<file path="config.mk">
export PLATFORM = sky130hd
export DESIGN_NAME = pixel_frame_sequencer
export DESIGN_NICKNAME = d
export VERILOG_FILES = /design/src/rtl/pixel_seq_pkg.sv /design/src/rtl/pixel_skid_buf.sv /design/src/rtl/pixel_frame_sequencer.sv
export SDC_FILE = /design/constraint.sdc
export NUM_CORES = 1
export LEC_CHECK = 0
export ABC_AREA = 0
export CAP_MARGIN = 20
export CORE_ASPECT_RATIO = 2
export CORE_MARGIN = 8
export CORE_UTILIZATION = 40
export DETAILED_ROUTE_END_ITERATION = 10
export DONT_BUFFER_PORTS = 1
export GPL_TIMING_DRIVEN = 0
export HOLD_SLACK_MARGIN = 0.1
export PLACE_DENSITY_LB_ADDON = 0.05
export SYNTH_ARGS = -nofsm -noshare
export SYNTH_HDL_FRONTEND = slang
export SYNTH_SLANG_ARGS = --single-unit
export TNS_END_PERCENT = 5
</file>
<file path="constraint.sdc">
create_clock -name clk -period 10.7 [get_ports clk]
set_input_delay 1.605 -clock clk [delete_from_list [all_inputs] [get_ports clk]]
set_output_delay 1.605 -clock clk [all_outputs]
set_load 0.05 [all_outputs]
</file>
<file path="src/rtl/pixel_seq_pkg.sv">
// Shared types and constants for the frame sequencer.
// Per-byte pixel transform helper lives here so bench and RTL agree on it.
package pixel_seq_pkg;

    typedef enum logic [2:0] {
        IDLE,
        CHECK,
        RUN,
        DRAIN,
        DONE
    } seq_state_t;

    localparam logic [2:0] CH_GRAY = 3'd1;
    localparam logic [2:0] CH_RGB  = 3'd3;
    localparam logic [2:0] CH_RGBA = 3'd4;
    localparam logic [7:0] PIX_MAX = 8'hFF;

    function automatic logic [7:0] pix_xform(
        input logic [7:0] d,
        input logic       pass
    );
        return pass ? d : PIX_MAX - d;
    endfunction

endpackage

</file>
<file path="src/rtl/pixel_skid_buf.sv">
// Two-entry {addr,data} FIFO between read capture and the write port.
// Synchronous flush empties it in one cycle (used on abort).
module pixel_skid_buf #(
    parameter int ADDR_W = 24
) (
    input  logic              clk,
    input  logic              reset_n,
    input  logic              push,
    input  logic              pop,
    input  logic              flush,
    input  logic [ADDR_W-1:0] push_addr,
    input  logic [7:0]        push_data,
    output logic [ADDR_W-1:0] head_addr,
    output logic [7:0]        head_data,
    output logic              full,
    output logic              empty
);

    logic [ADDR_W-1:0] addr_q [2];
    logic [7:0]        data_q [2];
    logic              wr_ptr;
    logic              rd_ptr;
    logic [1:0]        cnt;
    logic              do_push;
    logic              do_pop;

    assign full      = (cnt == 2'd2);
    assign empty     = (cnt == 2'd0);
    assign do_push   = push && !full;
    assign do_pop    = pop && !empty;
    assign head_addr = addr_q[rd_ptr];
    assign head_data = data_q[rd_ptr];

    always_ff @(posedge clk or negedge reset_n) begin
        if (!reset_n) begin
            addr_q <= '{default: '0};
            data_q <= '{default: '0};
            wr_ptr <= 1'b0;
            rd_ptr <= 1'b0;
            cnt    <= 2'd0;
        end else if (flush) begin
            wr_ptr <= 1'b0;
            rd_ptr <= 1'b0;
            cnt    <= 2'd0;
        end else begin
            if (do_push) begin
                addr_q[wr_ptr] <= push_addr;
                data_q[wr_ptr] <= push_data;
                wr_ptr         <= ~wr_ptr;
            end
            if (do_pop)
                rd_ptr <= ~rd_ptr;
            cnt <= cnt + {1'b0, do_push} - {1'b0, do_pop};
        end
    end

endmodule

</file>
<file path="src/rtl/pixel_frame_sequencer.sv">
// Raster-scans a source frame, inverts each byte, writes it to a destination.
// Define ALPHA_PASS_EN to pass the alpha byte of 4-channel frames unmodified.
module pixel_frame_sequencer
    import pixel_seq_pkg::*;
#(
    parameter int ADDR_W = 24,
    parameter int DIM_W  = 16
) (
    input  logic              clk,
    input  logic              reset_n,
    input  logic              start,
    input  logic              abort,
    input  logic [DIM_W-1:0]  cfg_width,
    input  logic [DIM_W-1:0]  cfg_height,
    input  logic [2:0]        cfg_channel,
    input  logic [ADDR_W-1:0] src_base,
    input  logic [ADDR_W-1:0] dst_base,
    output logic              rd_en,
    output logic [ADDR_W-1:0] rd_addr,
    input  logic [7:0]        rd_data,
    output logic              wr_en,
    output logic [ADDR_W-1:0] wr_addr,
    output logic [7:0]        wr_data,
    input  logic              wr_ready,
    output logic              busy,
    output logic              done,
    output logic              err_cfg,
    output logic [ADDR_W-1:0] byte_cnt
);

    seq_state_t        state, state_nx;
    logic [DIM_W-1:0]  width_q, height_q, pxl_q, line_q;
    logic [2:0]        chan_q, dpt_q;
    logic [ADDR_W-1:0] src_q, dst_q, total_q, issued_q, cnt_q;
    logic [ADDR_W-1:0] cap_addr_q, head_addr;
    logic [7:0]        head_data;
    logic              in_flight_q, cap_pass_q, err_q;
    logic              accept, stop, cfg_bad, pop, pass_now;
    logic              sb_full, sb_empty;
    logic [2:0]        pending;

    assign accept  = (state == IDLE) && start && !abort;
    assign stop    = abort && (state == RUN || state == DRAIN);
    assign cfg_bad = (width_q == '0) || (height_q == '0) ||
                     !(chan_q inside {CH_GRAY, CH_RGB, CH_RGBA});

`ifdef ALPHA_PASS_EN
    assign pass_now = (chan_q == CH_RGBA) && (dpt_q == 3'd3);
`else
    assign pass_now = 1'b0;
`endif

    assign wr_en = !sb_empty;
    assign pop   = wr_en && wr_ready;

    // Slot freed by this cycle's pop is reusable, giving 1 byte/cycle.
    assign pending = {2'b0, in_flight_q}
                   + (sb_full ? 3'd2 : (sb_empty ? 3'd0 : 3'd1))
                   - {2'b0, pop};
    assign rd_en   = (state == RUN) && !abort &&
                     (issued_q < total_q) && (pending < 3'd2);

    assign rd_addr  = src_q + issued_q;
    assign wr_addr  = wr_en ? head_addr : '0;
    assign wr_data  = wr_en ? head_data : 8'h00;
    assign busy     = (state != IDLE);
    assign done     = (state == DONE);
    assign err_cfg  = err_q;
    assign byte_cnt = cnt_q;

    pixel_skid_buf #(.ADDR_W(ADDR_W)) u_skid (
        .clk       (clk),
        .reset_n   (reset_n),
        .push      (in_flight_q),
        .pop       (pop),
        .flush     (stop),
        .push_addr (cap_addr_q),
        .push_data (pix_xform(rd_data, cap_pass_q)),
        .head_addr (head_addr),
        .head_data (head_data),
        .full      (sb_full),
        .empty     (sb_empty)
    );

    always_comb begin
        state_nx = state;
        unique case (state)
            IDLE:    if (accept) state_nx = CHECK;
            CHECK:   state_nx = cfg_bad ? DONE : RUN;
            RUN: begin
                if (abort)
                    state_nx = DONE;
                else if (issued_q == total_q)
                    state_nx = DRAIN;
            end
            DRAIN: begin
                if (abort)
                    state_nx = DONE;
                else if (cnt_q == total_q && sb_empty && !in_flight_q)
                    state_nx = DONE;
            end
            DONE:    state_nx = IDLE;
            default: state_nx = IDLE;
        endcase
    end

    always_ff @(posedge clk or negedge reset_n) begin
        if (!reset_n) begin
            state       <= IDLE;
            width_q     <= '0;
            height_q    <= '0;
            chan_q      <= '0;
            src_q       <= '0;
            dst_q       <= '0;
            total_q     <= '0;
            issued_q    <= '0;
            cnt_q       <= '0;
            dpt_q       <= '0;
            pxl_q       <= '0;
            line_q      <= '0;
            in_flight_q <= 1'b0;
            cap_addr_q  <= '0;
            cap_pass_q  <= 1'b0;
            err_q       <= 1'b0;
        end else begin
            state       <= state_nx;
            in_flight_q <= rd_en;
            if (accept) begin
                width_q  <= cfg_width;
                height_q <= cfg_height;
                chan_q   <= cfg_channel;
                src_q    <= src_base;
                dst_q    <= dst_base;
                err_q    <= 1'b0;
                cnt_q    <= '0;
                issued_q <= '0;
                dpt_q    <= '0;
                pxl_q    <= '0;
                line_q   <= '0;
            end
            if (state == CHECK) begin
                total_q <= ADDR_W'(width_q) * ADDR_W'(height_q)
                         * ADDR_W'(chan_q);
                if (cfg_bad)
                    err_q <= 1'b1;
            end
            if (rd_en) begin
                cap_addr_q <= dst_q + issued_q;
                cap_pass_q <= pass_now;
                issued_q   <= issued_q + 1'b1;
                if (dpt_q == chan_q - 3'd1) begin
                    dpt_q <= '0;
                    if (pxl_q == width_q - DIM_W'(1)) begin
                        pxl_q  <= '0;
                        line_q <= (line_q == height_q - DIM_W'(1))
                                ? '0 : line_q + DIM_W'(1);
                    end else begin
                        pxl_q <= pxl_q + DIM_W'(1);
                    end
                end else begin
                    dpt_q <= dpt_q + 3'd1;
                end
            end
            if (pop)
                cnt_q <= cnt_q + 1'b1;
        end
    end

endmodule

</file>
# Word level (Yosys, flattened, before mapping)
# Index checks and enable logic that the tools add are counted.
[totals]
ff_bits = 252
output_inout_bits = 85
[op_classes]
bitwise = 5
mul = 2
addsub = 9
magnitude_cmp = 5
eq_ne = 13
mux = 34
n_reduce_logical = 32
[op_table]
columns = ["cell", "n"]
rows = [
  ["2-to-1 mux 24 bit", 8],
  ["adder 24 x 1 -> 24 bit, second input constant", 2],
  ["adder 24 bit", 2],
  ["bitwise mux 48 bit", 1],
  ["== test 24 bit", 2],
  ["2-to-1 mux 8 bit", 5],
  ["zero test 16 bit", 2],
  ["demux 24 bit (select 1 bit)", 1],
  ["less-than comparator 24 bit", 1],
  ["multiplier 16 x 16 -> 24 bit", 1],
  ["multiplier 24 x 3 -> 24 bit", 1],
  ["2-to-1 mux 3 bit", 6],
  ["bitwise mux 16 bit", 1],
  ["logical AND 1 bit", 12],
  ["one-hot mux 3 bit (4 select lines)", 1],
  ["== test 3 x 2 -> 1 bit, second input constant", 3],
  ["demux 8 bit (select 1 bit)", 1],
  ["2-to-1 mux 1 bit", 8],
  ["nonzero test 2 bit", 4],
  ["subtractor 8 bit, first input constant", 1],
  ["== test 3 x 1 -> 1 bit, second input constant", 2],
  ["== test 3 bit, second input constant", 2],
  ["inequality test 3 x 2 -> 1 bit, second input constant", 2],
  ["nonzero test 3 bit", 2],
  ["other kinds (18)", 29],
]

# Logic depth before layout (Yosys ltp)
[logic_depth]
depth_word = 8
depth_mapped = 37
ltp_nobuf = 36

# By module
# Synthesis repeated with hierarchy kept, for this count alone.
[unflattened]
hier_cells = 2517
hier_area_um2 = 22651.7
[modules_own_cells]
columns = ["module", "area_per_inst_um2", "cells_per_inst", "seq_area_each_um2", "n_inst"]
rows = [
  ["pixel_frame_sequencer", 19655.1, 2323, 4604.4, 1],
  ["pixel_skid_buf", 2996.6, 194, 1701.6, 1],
]

# Least setup slack after synthesis
# OpenSTA, ideal clock, no wires.
[synth_timing]
path_kind = "reg2reg"
startpoint = "register height_q[1]"
endpoint = "register total_q[23]"
setup_ps = 76
stages_incl_launch_ff = 36
path_slack_ps = 2845
arrival_time_ps = 7778
period_less_slack_ps = 7855
cell_sequence = "dfrtp_1 -> clkbuf_1 -> clkbuf_1 -> nand2_1 -> fa_1 -> inv_1 -> fa_1 -> ha_1 -> fa_1 -> inv_1 -> fa_1 -> inv_1 -> fa_1 -> ha_1 -> or3_1 -> o211a_1 -> o21a_1 -> o21ai_0 -> nand2b_1 -> a21o_1 -> a21oi_1 -> xnor2_1 -> nand2_1 -> fa_1 -> inv_1 -> ha_1 -> and3_1 -> a31oi_1 -> o21ai_0 -> a31oi_1 -> o21ai_0 -> nand2_1 -> o21ai_0 -> a21oi_1 -> xnor3_1 -> o21ai_1"
[synth_between]
elab_chain_len = 2
[synth_lines]
columns = ["item", "line_no", "text"]
rows = [
  ["from (decl)", "pixel_frame_sequencer.sv:32", "logic [DIM_W-1:0] width_q, height_q, pxl_q, line_q;"],
  ["from (signal assigned)", "pixel_frame_sequencer.sv:130", "height_q <= cfg_height;"],
  ["multiplier 16 x 16 -> 24 bit", "pixel_frame_sequencer.sv:142", "total_q <= ADDR_W'(width_q) * ADDR_W'(height_q)"],
  ["multiplier 24 x 3 -> 24 bit", "pixel_frame_sequencer.sv:143", "* ADDR_W'(chan_q);"],
  ["to (signal assigned)", "pixel_frame_sequencer.sv:142", ""],
  ["to (decl)", "pixel_frame_sequencer.sv:34", "logic [ADDR_W-1:0] src_q, dst_q, total_q, issued_q, cnt_q;"],
]
# No other way between the ends.
# A chain may end at the register's enable or synchronous reset.

# Final worst setup path
[layout_timing]
startpoint = "register width_q[6]"
endpoint = "register total_q[23]"
[layout_between]
elab_chain_len = 2
[layout_lines]
columns = ["item", "line_no", "text"]
rows = [
  ["from (decl)", "pixel_frame_sequencer.sv:32", ""],
  ["from (signal assigned)", "pixel_frame_sequencer.sv:129", "width_q <= cfg_width;"],
  ["multiplier 16 x 16 -> 24 bit", "pixel_frame_sequencer.sv:142", ""],
  ["multiplier 24 x 3 -> 24 bit", "pixel_frame_sequencer.sv:143", ""],
]
# No other way between the ends.

==> results.txt <==
The minimum period implied by the final worst setup slack is around 9.5 ns. The number of standard-cell rows in the floorplan is 123. The Yosys step of the flow raised 0 warnings. The worst register-to-register path ends at total_q[23]$_DFFE_PN0N_. At the worst endpoint, the required time is 11.18 ns. The maximum buffer depth of the clock tree is 3. The depth of the CTS H-tree came out at 1. The number of failing setup endpoints in the final timing report is 0.

Setup repair after global routing left no endpoint under its margin. The number of max-slew violations in the final report is 0. The synthesized-area fraction occupied by ao, oa, aoi and oai cells is 0.104. The synthesized instance count came out at 2571. STA classifies the critical path endpoint as a flip-flop. The combined buffer and inverter count along the critical path came out at 6. The flow ran to the end, and the final reports show no timing, DRC or antenna violations. The die boundary width came out at around 180 µm. Wires add up to between 60 and 70 mm. The multi-input combinational cells in the finished layout cover a total of 0.0145 mm². The most used flip-flop cell after synthesis is sky130_fd_sc_hd__dfrtp_1.

After detailed routing, the number of remaining DRC violations is 0. STA classifies the critical path startpoint as a flip-flop. The most numerous cell type found on the critical path is sky130_fd_sc_hd__fa_1. The area of all sequential standard cells is 0.00631 mm².

Counting buffers and inverters, the worst setup path is 36 cells deep. The XOR/XNOR share of the synthesized area came out at 0.0465. The peak per-stage delay on the critical path came out at between 0.6 and 0.7 ns. The congestion estimate from routability-driven global placement came to 0.862. The number of antenna violations at the first check in global routing is 2.

In this run the critical register-to-register path is launched from width_q[6]$_DFFE_PN0P_. The signal arrival time at the worst endpoint is 9.94 ns. The maximum number of pins on one net before global-route repair is 253. Relative to the synthesized area, the layout overhead comes to 8.48%. The largest clock skew in the final design is 0.0274 ns. The die covers 0.0645 mm².

The most critical setup path has its startpoint at width_q[6]$_DFFE_PN0P_. The critical path's top delay family is adder cells. The quantity of I/O buffers inserted on ports came out at 0.

The area of the core is 0.0559 mm². The critical path in this run is classified as flip-flop to flip-flop. The standard cell with the maximum stage delay on the critical path is sky130_fd_sc_hd__clkbuf_1. The share of synthesized area in the top cell type comes to 0.281.

The number of gates resized after CTS was 0. The mean cell area of the mapped netlist came out at approximately 9 µm². The internal reg-to-reg setup slack is 1.24 ns.

The post-route antenna net violation count came out at 0. The ratio of cells with drive above 1 in the final layout is 0.0473. The number of antenna diodes in the final layout is 0.

Once detailed placement completed, the half-perimeter wirelength came to 52.1 mm. The worst-skew pair later-pin latency is 0.58 ns. The TritonCTS clock tree is done. The first-pass detailed-route iteration total is 5. Counting the buffers created by CTS gives 26. In the final timing run, aggregate negative setup slack is 0 ns.

The final-report hold violation count is 0. Counting every sink on the clock net gives 252. The multiplexer fraction of the synthesized cell area is 0.0438. After clock tree synthesis, the clock-pin slew on the worst setup and hold paths is 0.07 ns. The critical-path maximum fanout is 10.

The critical path ends at total_q[23]$_DFFE_PN0N_. The count of max-cap constraint violations is 0. The count of state elements after synthesis is approximately 250. The slew at the pin with the worst max-slew slack came out at about 1.2 ns. The routed wire length per instance came out at ~20 µm. For this configuration, the core starts out at a cell density of 0.402.

The die height is between 300 and 400 µm. After the last flow step, the layout net total stands at 3060. Counting every net in the synthesized netlist gives 3026. The largest total area in the synthesized netlist belongs to sky130_fd_sc_hd__dfrtp_1. The worst register-to-register path has a depth of 36. The global-route total usage across every layer is 0.210. The per-cell via count in the routed design is between 5 and 6. The first-pass GRT wire length is 106 mm. The combinational family with the most area after synthesis is adder cells. The detailed router placed ~17000 vias in this run. In this run, distinct cell masters in the synthesized netlist total 69.

The global route total overflow came out at 0. Of the total synthesized cell area, the portion taken by full adders, half adders and majority gates is 0.264. The timing-limited maximum frequency came out at 106 MHz. The number of enable-type register cells in the synthesized netlist is 0. The period utilization came out at 0.884. Summing every instance area after synthesis gives 0.0225 mm².

The hold buffer count at CTS came out at 0. The post-CTS setup buffer count is 0. The share of the Yosys chip area taken by registers is 0.281.

For this block, the initial DRC count from the detailed router was around 850. The simple-gate portion of the synthesized area came out at 0.189. The filler cell count in the final layout came out at 5687. The root cell of the clock tree is sky130_fd_sc_hd__clkbuf_16.

The number of global-route vias before repair came out at between 15000 and 20000. Yosys attributes the largest share of cell area to sky130_fd_sc_hd__dfrtp_1 28%, sky130_fd_sc_hd__fa_1 17%, sky130_fd_sc_hd__nand2_1 9.5%, sky130_fd_sc_hd__ha_1 9.3%, sky130_fd_sc_hd__inv_1 5.4%. The startpoint identified for the worst hold timing path is u_skid.data_q[0]$_DFFE_PN0P_.

The tightest min-delay check is of the flip-flop to flip-flop type. Of all flip-flops after synthesis, the portion carrying an async set or reset was 1.00. The headroom to the max-slew limit came out at 0.201. For this design the top-level I/O count stands at 181.
-- registers in the layout (all words and copies together), names as in the netlist --
signal	count
u_skid.addr_q	48
byte_cnt	24
cap_addr_q	24
dst_q	24
issued_q	24
src_q	24
total_q	24
height_q	16
u_skid.data_q	16
width_q	16
chan_q	3
state	3
u_skid.cnt	2
err_cfg	1
in_flight_q	1
u_skid.rd_ptr	1
u_skid.wr_ptr	1
-- layout make-up --
class	count	area share
flip-flops and latches	252	0.259
well taps	750	0.0385
repair buffers	6	0.00185
multi-input cells	1884	0.596
inverters	323	0.0497
clock buffers	37	0.0321
plain buffers	112	0.0177
clock inverters	8	0.00534
-- cells in the final DEF (no fill, tap or decap), drive strengths merged, types with 6 or more instances in the layout --
| master | count |
|---|---|
| a211oi | 9 |
| a21o | 51 |
| a21oi | 70 |
| a31o | 6 |
| a31oi | 13 |
| and2 | 110 |
| and3 | 21 |
| buf | 16 |
| clkbuf | 139 |
| clkinv | 6 |
| dfrtp | 252 |
| fa | 192 |
| ha | 167 |
| inv | 322 |
| mux2 | 51 |
| mux2i | 41 |
| nand2 | 566 |
| nand2b | 11 |
| nand3 | 43 |
| nand4 | 14 |
| nor2 | 88 |
| nor2b | 18 |
| nor3 | 21 |
| nor3b | 12 |
| nor4 | 14 |
| o211ai | 6 |
| o21a | 20 |
| o21ai | 141 |
| o21bai | 7 |
| o31ai | 13 |
| or3 | 9 |
| xnor2 | 68 |
| xor2 | 46 |
-- cells by family after synthesis --
kind of cell    after synthesis
compound gates              373
buf+inv                     435
simple gates                944
xor+xnor                    116
fa+ha+maj                   359
flops                       252
mux                          92
-- Yosys cell counts, drive strengths merged, types with 21 or more instances --
library cell / number
mux2: 51
nand2: 566
a21o: 51
ha: 167
fa: 192
and3: 21
mux2i: 41
nor2: 88
nor3: 21
xor2: 46
inv: 322
nand3: 43
dfrtp: 252
clkbuf: 102
and2: 110
a21oi: 70
xnor2: 68
o21ai: 141
-- how the worst min path moves through the flow --
stage / endpoint / slack [ns] / cells past startpoint
final: u_skid.data_q[0]$_DFFE_PN0P_ / 0.48 / 2
after global placement: u_skid.data_q[15]$_DFFE_PN0P_ / 0.46 / 2
after global routing: dst_q[6]$_DFFE_PN0P_ / 0.50 / 2
after detailed placement: src_q[14]$_DFFE_PN0P_ / 0.47 / 2
after floorplan: u_skid.data_q[10]$_DFFE_PN0P_ / 0.45 / 2
after CTS: u_skid.data_q[15]$_DFFE_PN0P_ / 0.48 / 2
-- metrics by stage --
stage               hold slack (ns)  setup WS [ns]  std cells  cell area (µm²)  utilization
finish                        0.481           1.24       3372            24400        0.437
floorplan                     0.449           2.85       2571            22500            -
detailed placement            0.469           1.26       3327            23500        0.420
global route                  0.504          0.613       3372            24400        0.437
CTS                           0.485           1.20       3372            24400        0.437
global placement              0.462           1.25       3321            23400        0.419
-- layer usage --
metal,part of all wire,routed length (µm),up-vias,GRT usage
met5,0,0,-,0
met4,0.012,770,0,0.0323
met1,0.46,30900,8537,0.288
met2,0.47,31100,364,0.350
met3,0.056,3720,46,0.0360
li1,-,-,8371,-
-- worst register-to-register path: cells and delay by family (launching register included) --
| kind | cells | cell delay (ns) |
|---|---|---|
| adder cells (fa/ha/maj) | 9 | 3.95 |
| AO/OA/AOI/OAI | 13 | 2.29 |
| buffers and inverters | 6 | 1.32 |
| AND/OR/NAND/NOR | 6 | 1.01 |
| XOR/XNOR | 2 | 0.52 |
| flip-flops | 1 | 0.32 |
Power is not shown: default switching activity piles up to over one toggle a cycle in this logic, so the estimate is an artifact.
